`src/rtl/gpio_output_pkg.sv`:
```
// Shared definitions for the TX digital GPIO output path: register address,
// configuration field layout, source-select codes and FSM states.
package gpio_output_pkg;

   // Setting-bus address of the TX GPIO output configuration register
   localparam logic [6:0] SR_GPIO_OUTPUT = 7'd80;

   // Configuration field layout (bits [31:21] of the bus word are ignored)
   localparam int unsigned CFG_W     = 21;
   localparam int unsigned PINS      = 4;   // pin order A14, A15, B14, B15
   localparam int unsigned SRC_LSB   = 0;
   localparam int unsigned SRC_W     = 2;
   localparam int unsigned OE_LSB    = 8;
   localparam int unsigned IDLE_LSB  = 12;
   localparam int unsigned DELAY_LSB = 16;
   localparam int unsigned DELAY_W   = 5;

   // Which TX stream bit drives a pin
   typedef enum logic [1:0] {
      SRC_DIG0_I = 2'd0,
      SRC_DIG0_Q = 2'd1,
      SRC_DIG1_I = 2'd2,
      SRC_DIG1_Q = 2'd3
   } src_sel_e;

   typedef enum logic [1:0] {
      ST_IDLE,
      ST_FILL,
      ST_RUN
   } state_e;

   // bits = {dig1_q, dig1_i, dig0_q, dig0_i}
   function automatic logic pick_src(input src_sel_e sel, input logic [3:0] bits);
      logic r;
      r = bits[0];
      case (sel)
         SRC_DIG0_I: r = bits[0];
         SRC_DIG0_Q: r = bits[1];
         SRC_DIG1_I: r = bits[2];
         SRC_DIG1_Q: r = bits[3];
         default:    r = bits[0];
      endcase
      return r;
   endfunction

endpackage

```
`src/rtl/gpio_output_delay_line.sv`:
```
// Strobe-enabled 4-bit shift register with a variable tap. Tap 0 is the
// live input; tap N>0 is the sample captured N strobes earlier (read
// before the shift on the same strobe).
module gpio_delay_line #(
   parameter int unsigned DEPTH = 32,
   parameter int unsigned SEL_W = 5
) (
   input  logic             clock,
   input  logic             reset,
   input  logic             clear,
   input  logic             shift,
   input  logic [3:0]       din,
   input  logic [SEL_W-1:0] sel,
   output logic [3:0]       tap
);

   logic [3:0] line [DEPTH];

   // Shift on strobe; clear has priority over shift
   always_ff @(posedge clock or posedge reset) begin
      if (reset) begin
         for (int unsigned i = 0; i < DEPTH; i++) line[i] <= '0;
      end else if (clear) begin
         for (int unsigned i = 0; i < DEPTH; i++) line[i] <= '0;
      end else if (shift) begin
         line[0] <= din;
         for (int unsigned i = 1; i < DEPTH; i++) line[i] <= line[i-1];
      end
   end

   // Tap select: live input for zero delay, else stored entry
   always_comb begin
      tap = din;
      if (sel != '0) tap = line[sel - 1'b1];
   end

endmodule

```
`src/rtl/gpio_output.sv`:
```
// TX digital GPIO output: routes the digital bits of the TX sample stream
// onto daughterboard pins 14/15 of sides A and B through a programmable
// strobe-count delay so pin edges line up with the DAC analog path.
module gpio_output
   import gpio_output_pkg::*;
#(
   parameter logic [6:0]  SR_ADDR   = SR_GPIO_OUTPUT,
   parameter int unsigned MAX_DELAY = 32
) (
   input  logic        clock,
   input  logic        reset,
   input  logic        enable,
   input  logic        tx_strobe,
   input  logic [6:0]  serial_addr,
   input  logic [31:0] serial_data,
   input  logic        serial_strobe,
   input  logic        tx_dig0_i,
   input  logic        tx_dig0_q,
   input  logic        tx_dig1_i,
   input  logic        tx_dig1_q,
   output logic [1:0]  tx_a_dig,
   output logic [1:0]  tx_b_dig,
   output logic [1:0]  tx_a_oe,
   output logic [1:0]  tx_b_oe
);

   logic [CFG_W-1:0]   cfg;
   logic               cfg_wr;
   logic               d_change;
   logic [DELAY_W-1:0] delay;
   logic [PINS-1:0]    idle_lvl;
   logic [PINS-1:0]    oe;
   logic [3:0]         din;
   logic [3:0]         tap;
   logic [PINS-1:0]    run_bits;
   logic [PINS-1:0]    out_reg;
   logic [PINS-1:0]    pins;
   logic [DELAY_W-1:0] fill_cnt, fill_nxt;
   logic               line_clear, line_shift;
   logic               unused_data;
   state_e             state, state_nxt;

   assign unused_data = ^serial_data[31:CFG_W];

   assign cfg_wr   = serial_strobe && (serial_addr == SR_ADDR);
   assign delay    = cfg[DELAY_LSB +: DELAY_W];
   assign d_change = cfg_wr && (serial_data[DELAY_LSB +: DELAY_W] != delay);
   assign idle_lvl = cfg[IDLE_LSB +: PINS];
   assign oe       = cfg[OE_LSB +: PINS];
   assign din      = {tx_dig1_q, tx_dig1_i, tx_dig0_q, tx_dig0_i};

   // Configuration register, takes effect the clock after the write
   always_ff @(posedge clock or posedge reset) begin
      if (reset)       cfg <= '0;
      else if (cfg_wr) cfg <= serial_data[CFG_W-1:0];
   end

   // FSM state and fill counter registers
   always_ff @(posedge clock or posedge reset) begin
      if (reset) begin
         state    <= ST_IDLE;
         fill_cnt <= '0;
      end else begin
         state    <= state_nxt;
         fill_cnt <= fill_nxt;
      end
   end

   // Next-state logic: enable low dominates, then delay rewrites, then fill progress
   always_comb begin
      state_nxt = state;
      fill_nxt  = fill_cnt;
      if (!enable) begin
         state_nxt = ST_IDLE;
         fill_nxt  = '0;
      end else begin
         case (state)
            ST_IDLE: begin
               state_nxt = ST_FILL;
               fill_nxt  = '0;
            end
            ST_FILL: begin
               if (d_change) begin
                  fill_nxt = '0;
               end else if (fill_cnt == delay) begin
                  state_nxt = ST_RUN;
               end else if (tx_strobe && (fill_cnt != '1)) begin
                  fill_nxt = fill_cnt + 1'b1;
               end
            end
            ST_RUN: begin
               if (d_change) begin
                  state_nxt = ST_FILL;
                  fill_nxt  = '0;
               end
            end
            default: begin
               state_nxt = ST_IDLE;
               fill_nxt  = '0;
            end
         endcase
      end
   end

   // Line is wiped on every clock that lands in IDLE, including the entry edge
   assign line_clear = (state_nxt == ST_IDLE);
   assign line_shift = tx_strobe && enable && (state != ST_IDLE);

   gpio_delay_line #(
      .DEPTH (MAX_DELAY),
      .SEL_W (DELAY_W)
   ) u_line (
      .clock (clock),
      .reset (reset),
      .clear (line_clear),
      .shift (line_shift),
      .din   (din),
      .sel   (delay),
      .tap   (tap)
   );

   // Per-pin source mux applied to the delayed tap
   always_comb begin
      run_bits = '0;
      for (int unsigned p = 0; p < PINS; p++)
         run_bits[p] = pick_src(src_sel_e'(cfg[SRC_LSB + SRC_W*p +: SRC_W]), tap);
   end

   // Output register: preloaded with idle levels outside RUN so RUN starts idle
   // until its first strobe; loads tap data on strobes while running
   always_ff @(posedge clock or posedge reset) begin
      if (reset)                       out_reg <= '0;
      else if (state != ST_RUN)        out_reg <= idle_lvl;
      else if (enable && tx_strobe)    out_reg <= run_bits;
   end

   // Outside RUN the pins follow the idle levels directly so level changes and
   // state exits show on the same edge that causes them
   assign pins     = (state == ST_RUN) ? out_reg : idle_lvl;
   assign tx_a_dig = pins[1:0];
   assign tx_b_dig = pins[3:2];
   assign tx_a_oe  = oe[1:0];
   assign tx_b_oe  = oe[3:2];

endmodule

```
`config.mk`:
```
export PLATFORM = sky130hd
export DESIGN_NAME = gpio_output
export DESIGN_NICKNAME = d
export VERILOG_FILES = /design/src/rtl/gpio_output_pkg.sv /design/src/rtl/gpio_output_delay_line.sv /design/src/rtl/gpio_output.sv
export SDC_FILE = /design/constraint.sdc
export NUM_CORES = 1
export LEC_CHECK = 0
export CAP_MARGIN = 20
export CELL_PAD_IN_SITES_DETAIL_PLACEMENT = 0
export CELL_PAD_IN_SITES_GLOBAL_PLACEMENT = 1
export CORE_MARGIN = 2
export CORE_UTILIZATION = 45
export CTS_CLUSTER_DIAMETER = 120
export DETAILED_ROUTE_END_ITERATION = 16
export PLACE_DENSITY = 0.78
export SLEW_MARGIN = 0
export SYNTH_ARGS = -nofsm -noshare
export SYNTH_HDL_FRONTEND = slang
export SYNTH_HIERARCHICAL = 1
export SYNTH_SLANG_ARGS = --single-unit
```
`constraint.sdc`:
```
create_clock -name clock -period 5.1 [get_ports clock]
set_clock_uncertainty 0.1 [all_clocks]
set_input_delay 0.765 -clock clock [delete_from_list [all_inputs] [get_ports clock]]
set_output_delay 0.765 -clock clock [all_outputs]
set_load 0.005 [all_outputs]
```
==> flow_metrics.env, run 1 <==
export IMPL_status="complete, no violations"
export IMPL_path_cells="inv_1 > ha_1 > buf_4 > mux4_2 > nor2b_1 > nor4_1 > nor3_2 > mux4_2 > mux2i_1 > o21ai_0"
export IMPL_timing_setup_tns_ns=0
export IMPL_synth_top_area_frac=0.4989
export IMPL_num_antenna_cells=0
export IMPL_synth_most_common_cell="dfrtp_1"
export IMPL_top_register="u_line/line"
export IMPL_area_delta_synth_final_pct=16.28
export IMPL_start_kind="register"
export IMPL_die_y_um=137.5
export IMPL_clk_latency_ns=0.42
export IMPL_grt_start_max_net_pins=94
export IMPL_finalSetupViolCount=0
export IMPL_end_kind="register"
export IMPL_worst_pin_slew_ns=0.9719
export IMPL_drt_iter0_markers=235
export IMPL_relSlewSlack=0.3520
export IMPL_async_reset_ff_frac=1.000
export IMPL_postRouteWirelength_um=16370
export IMPL_drive_gt1_frac=0.1614
export IMPL_postCtsSetupBuffers=0
export IMPL_root_buffer="clkbuf_16"
export IMPL_grt_pass1_vias=5210
export IMPL_clock_path_buffers=2
export IMPL_largest_register_ffs=128
export IMPL_whs_ns=0.4091
export IMPL_antenna_left=0
export IMPL_cts_tree="built"
export IMPL_worst_path_buf_inv=2
export IMPL_die_x_um=137.5
export IMPL_die_area_um2=18920
export IMPL_crit_fanout=16
export IMPL_syn_cell_area_um2=8025
export IMPL_firstDrtPassIters=5
export IMPL_maxSlewViolCount=0
export IMPL_placed_cell_area_um2=8667
export IMPL_ys_seq_area_frac=0.4989
export IMPL_power_leakage_nw=3.926
export IMPL_vias=5164
export IMPL_rsz0062_at_grt="no"
export IMPL_syn_nets=733
export IMPL_avgSynthCellArea_um2=11.77
export IMPL_drc=0
export IMPL_yosys_top_cells_count="dfrtp_1, nor2_1, mux2i_1"
export IMPL_netlist_instances=682
export IMPL_design_area_um2=9331
export IMPL_numCtsBuffers=17
export IMPL_final_min_clock_period_ns=3.941
export IMPL_cp_common_cell="mux4_2"
export IMPL_synth_top_flop_cell="dfrtp_1"
export IMPL_pin_count=56
export IMPL_ir_drop_mv=0.2504
export IMPL_cts_repair_resized=0
export IMPL_h_tree_depth=4
export IMPL_cp_top_family="multiplexers"
export IMPL_dp_hpwl_um=10620
export IMPL_worst_ep_required_time_ns=5.30
export IMPL_clkSinkCount=160
export IMPL_core_area_um2=17360
export IMPL_final_hold_violation_count=0
export IMPL_antenna_found_initial=0
export IMPL_grt_pass1_wl_um=27140
export IMPL_max_freq_mhz=253.7
export IMPL_portBuffers=44
export IMPL_layout_nets=763
export IMPL_top_regs="u_line/line x128, cfg x21, fill_cnt x5"
export IMPL_crit_arrival_ns=4.14
export IMPL_initial_core_util=0.4624
export IMPL_synth_edf_count=0
export IMPL_finalCritPeriodShare=0.7727
export IMPL_synth_area_leader_cell="dfrtp_1"
export IMPL_worstSetupPathType="register to register"
export IMPL_via_per_inst=5.436
export IMPL_ys_types=43
export IMPL_p_per_area_nw_per_um2=332.6
export IMPL_wire_per_inst_um=17.24
export IMPL_worst_path_max_delay_cell="dfrtp_2"
export IMPL_cts_hold_buf=0
export IMPL_clkTransAtPathRegs_ns=0.06
export IMPL_hold_path_class="register to register"
export IMPL_gp_congestion=0.7487
export IMPL_slowest_delay_ns=0.73
export IMPL_grt_ovfl_total=0
export IMPL_cap_violations=0
export IMPL_yosys_top_cells_area="dfrtp_1, mux2i_1, mux4_2"
export IMPL_rows=48
export IMPL_ys_warn_count=6
export IMPL_track_usage=0.1883
export IMPL_ys_seq_elements=160
-- layer usage --
metal | up-vias | wire, um | track usage
met5 | - | 0 | 0
met4 | 0 | 146 | 0.06472
met3 | 11 | 418 | 0.03790
met2 | 68 | 8078 | 0.2988
met1 | 2642 | 7731 | 0.2595
li1 | 2443 | - | -
-- worst register-to-register path: cells and delay by family, from the launching register on --
| kind | cells | cell delay, ns |
|---|---|---|
| AOI/OAI and AO/OA | 1 | 0.09 |
| adders and majority gates | 1 | 0.46 |
| buffers and inverters | 2 | 0.40 |
| DFF | 1 | 0.73 |
| muxes | 3 | 1.18 |
| and+or+nand+nor | 3 | 0.85 |
-- final cells by class --
type,instances,area (um2)
clock buffer,20,456.7
clock inverter,12,180.2
fill,1457,8025
inverter,11,43.79
multi-input combinational,465,3781
sequential,160,4005
tap,225,281.5
timing repair buffer,57,583.1
-- final timing paths --
kind	from	endpoint	slack, ns	depth (start not counted)
max	cfg[16]	out_reg[3]	1.16	10
min in group asynchronous	reset	u_line/line[119]	0.66	2
max reg2reg	cfg[16]	out_reg[3]	1.16	10
min	cfg[10]	cfg[10]	0.41	1
max in group asynchronous	reset	u_line/line[34]	3.34	4
min reg2reg	cfg[10]	cfg[10]	0.41	1
-- kinds of logic after synthesis --
| kind of cell | Yosys count | synth area share |
|---|---|---|
| simple gates | 230 | 0.1283 |
| fa+ha+maj | 3 | 0.004678 |
| mux | 190 | 0.2965 |
| buf+inv | 57 | 0.03181 |
| flops | 160 | 0.4989 |
| xor+xnor | 10 | 0.01091 |
| compound gates | 32 | 0.02884 |
-- metrics by stage --
step	setup WS, ns	total power [mW]	cells	utilization
CTS	1.138	3.137	949	0.5360
global placement	1.243	1.757	917	0.4994
finish	1.159	3.104	950	0.5376
floorplan	0.8224	1.638	682	-
detailed placement	1.152	1.767	917	0.4994
global route	0.9176	3.242	950	0.5376
-- power by group --
part / switching, mW / internal, mW / leakage [nW]
Clock: 0.510 / 0.848 / 0.307
Combinational: 0.245 / 0.179 / 1.40
Sequential: 0.0292 / 1.29 / 2.22
Total: 0.784 / 2.32 / 3.93
-- cell usage in the layout (no fill, tap or decap), types with 3 or more instances in the layout --
cell	Yosys	routed
mux4_2	36	36
o21ai_0	17	17
ha_1	3	3
dfrtp_1	160	159
inv_1	11	10
nor3_1	5	5
nor2b_1	26	26
clkdlybuf4s50_1	0	44
a31oi_1	4	4
or3_1	3	3
clkbuf_16	0	17
mux2_2	22	22
mux2i_1	132	132
buf_4	7	10
nor4_1	6	6
nand2_1	29	28
nor2_1	139	138
nand2b_1	3	3
bufinv_16	0	4
nand3_1	5	5
or4_1	3	3
xnor2_1	8	8
Power figures use the tool's default switching activity.
==> run 2, diff against run 1 <==
--- a/config.mk
+++ b/config.mk
@@ -9,7 +9,7 @@
 export CELL_PAD_IN_SITES_DETAIL_PLACEMENT = 0
 export CELL_PAD_IN_SITES_GLOBAL_PLACEMENT = 1
 export CORE_MARGIN = 2
-export CORE_UTILIZATION = 45
+export CORE_UTILIZATION = 43
 export CTS_CLUSTER_DIAMETER = 120
 export DETAILED_ROUTE_END_ITERATION = 16
 export PLACE_DENSITY = 0.78
==> constraint.sdc (replaced) <==
create_clock -name clock -period 3.18 [get_ports clock]
set_clock_uncertainty 0.1 [all_clocks]
set_input_delay 0.477 -clock clock [delete_from_list [all_inputs] [get_ports clock]]
set_output_delay 0.477 -clock clock [all_outputs]
set_load 0.005 [all_outputs]
==> run 2 against run 1 <==
Effect of this change:
- cell count grew 3.4%
- combinational power is 94% higher
- non-clock buffer count grew 29
- power is 61% higher
- fmax is 28% higher
- highest routed layer unchanged
==> flow_metrics.env, run 2 (same netlist as run 1, synthesis figures left out) <==
export IMPL_status="complete, no violations"
export IMPL_top_register="u_line/line"
export IMPL_clkSinkCount=160
export IMPL_worst_ep_required_time_ns=3.38
export IMPL_switching_share=0.2568
export IMPL_area_delta_synth_final_pct=20.38
export IMPL_drive_gt1_frac=0.2058
export IMPL_postRouteWirelength_um=16650
export IMPL_portBuffers=44
export IMPL_die_x_um=140.6
export IMPL_grt_pass1_wl_um=27830
export IMPL_design_area_um2=9661
export IMPL_worstSetupPathType="register to register"
export IMPL_root_buffer="clkbuf_16"
export IMPL_h_tree_depth=4
export IMPL_dp_hpwl_um=11400
export IMPL_antenna_found_initial=0
export IMPL_num_antenna_cells=0
export IMPL_ir_drop_mv=0.3466
export IMPL_final_cell_mix="dfrtp_1, nor2_1, mux2i_1, clkdlybuf4s50_1, mux4_2"
export IMPL_whs_ns=0.2700
export IMPL_worst_pin_slew_ns=0.7406
export IMPL_cts_tree="built"
export IMPL_layout_nets=792
export IMPL_final_min_clock_period_ns=3.072
export IMPL_worst_path_max_delay_cell="mux4_2"
export IMPL_antenna_left=0
export IMPL_initial_core_util=0.4422
export IMPL_firstDrtPassIters=4
export IMPL_track_usage=0.1767
export IMPL_gp_congestion=0.7856
export IMPL_max_freq_mhz=325.5
export IMPL_wire_per_inst_um=16.95
export IMPL_top_regs="u_line/line x128, cfg x21, fill_cnt x5"
export IMPL_largest_register_ffs=128
export IMPL_drt_iter0_markers=301
export IMPL_clk_latency_ns=0.42
export IMPL_finalPower_mw=4.997
export IMPL_vias=5268
export IMPL_die_y_um=140.6
export IMPL_finalCritPeriodShare=0.9660
export IMPL_slowest_delay_ns=0.54
export IMPL_final_hold_violation_count=0
export IMPL_core_area_um2=18150
export IMPL_crit_fanout=17
export IMPL_finalSetupViolCount=0
export IMPL_clock_path_buffers=2
export IMPL_relSlewSlack=0.5053
export IMPL_p_clk_frac=0.415
export IMPL_dp_cells=942
export IMPL_mostFrequentLayoutCell="dfrtp_1"
export IMPL_drc=0
export IMPL_die_area_um2=19770
export IMPL_hold_path_class="input pin to async pin"
export IMPL_pin_count=56
export IMPL_grt_pass1_vias=5391
export IMPL_p_comb_frac=0.164
export IMPL_grt_start_max_net_pins=65
export IMPL_timing_setup_tns_ns=0
export IMPL_via_per_inst=5.365
export IMPL_p_per_area_nw_per_um2=517.2
export IMPL_path_cells="inv_1 > ha_4 > buf_12 > mux4_2 > nor2b_1 > nor4_1 > buf_4 > nor3_2 > mux4_2 > mux2i_1 > o21ai_0"
export IMPL_placed_cell_area_um2=8894
export IMPL_cap_violations=0
export IMPL_intPower_mw=3.713
export IMPL_seqPwrFrac=0.421
export IMPL_p_switching_mw=1.283
export IMPL_cp_common_cell="mux4_2"
export IMPL_end_kind="register"
export IMPL_rows=49
export IMPL_crit_arrival_ns=3.27
export IMPL_numCtsBuffers=17
export IMPL_maxSlewViolCount=0
export IMPL_power_leakage_nw=4.089
export IMPL_cts_hold_buf=0
export IMPL_clkTransAtPathRegs_ns=0.07
export IMPL_stdcell_count=982
export IMPL_start_kind="register"
export IMPL_grt_ovfl_total=0
run 2: changes by cell type in the layout (fill, tap and decap cells not counted), sizes merged:
cell	delta
clkinv	+1
buf	+29
clkinvlp	+2
clkbuf	-1
bufinv	-1
inv	-2
run 2: power by group through the flow:
stage / Clock (mW) / Combinational [mW] / Sequential [mW]
5_1_grt: 2.21 / 0.888 / 2.11
6_report: 2.07 / 0.821 / 2.10
3_3_place_gp: 0 / 0.757 / 2.14
2_1_floorplan: 0 / 0.495 / 2.13
4_1_cts: 2.13 / 0.774 / 2.10
3_5_place_dp: 0 / 0.769 / 2.14
run 2: repair_timing:
| action | CTS | global route |
|---|---|---|
| setup buffers | 0 | 9 |
| pin swaps | 0 | 4 |
| resized for setup | 1 | 14 |
| setup endpoints to repair | 4 | 4 |
run 2: stage by stage:
stage,util,setup WS [ns]
floorplan,-,0.05584
global placement,0.4901,-0.007740
detailed placement,0.4901,-0.04433
CTS,0.5237,0.04071
global route,0.5323,-0.03408
finish,0.5323,0.1081
run 2: path summary, 6_finish.rpt:
path | slack [ns] | end | depth (start not counted) | start
hold / removal | 0.27 | cfg[7] | 2 | reset
setup / recovery | 0.11 | out_reg[0] | 11 | cfg[16]
hold reg to reg | 0.40 | cfg[8] | 1 | cfg[8]
setup reg to reg | 0.11 | out_reg[0] | 11 | cfg[16]
min in group clock | 0.40 | cfg[8] | 1 | cfg[8]
max in group asynchronous | 1.79 | u_line/line[26] | 3 | reset
run 2: worst max-delay path: cells and delay by family (launching register included):
kind,cells,cell delay (ns)
adder cells (fa/ha/maj),1,0.29
buffers and inverters,3,0.43
AND/OR/NAND/NOR,3,0.47
AO/OA/AOI/OAI,1,0.09
multiplexers,3,1.16
flip-flops,1,0.39
run 2: layer usage:
metal  global-route usage  vias up  wire length [um]  share of wire
li1                     -     2498                 -              -
met1               0.2443     2671              7643           0.46
met2               0.2852       82              8270           0.50
met3              0.03125       17               433          0.026
met4              0.06000        0               299          0.018
met5                    0        -                 0              0
run 2: cell type report:
type,count,area (um2)
timing repair buffer,86,882.1
sequential,160,4005
multi-input combinational,465,3837
inverter,11,45.04
clock inverter,12,161.4
fill,1564,8487
clock buffer,19,442.9
tap,229,286.5
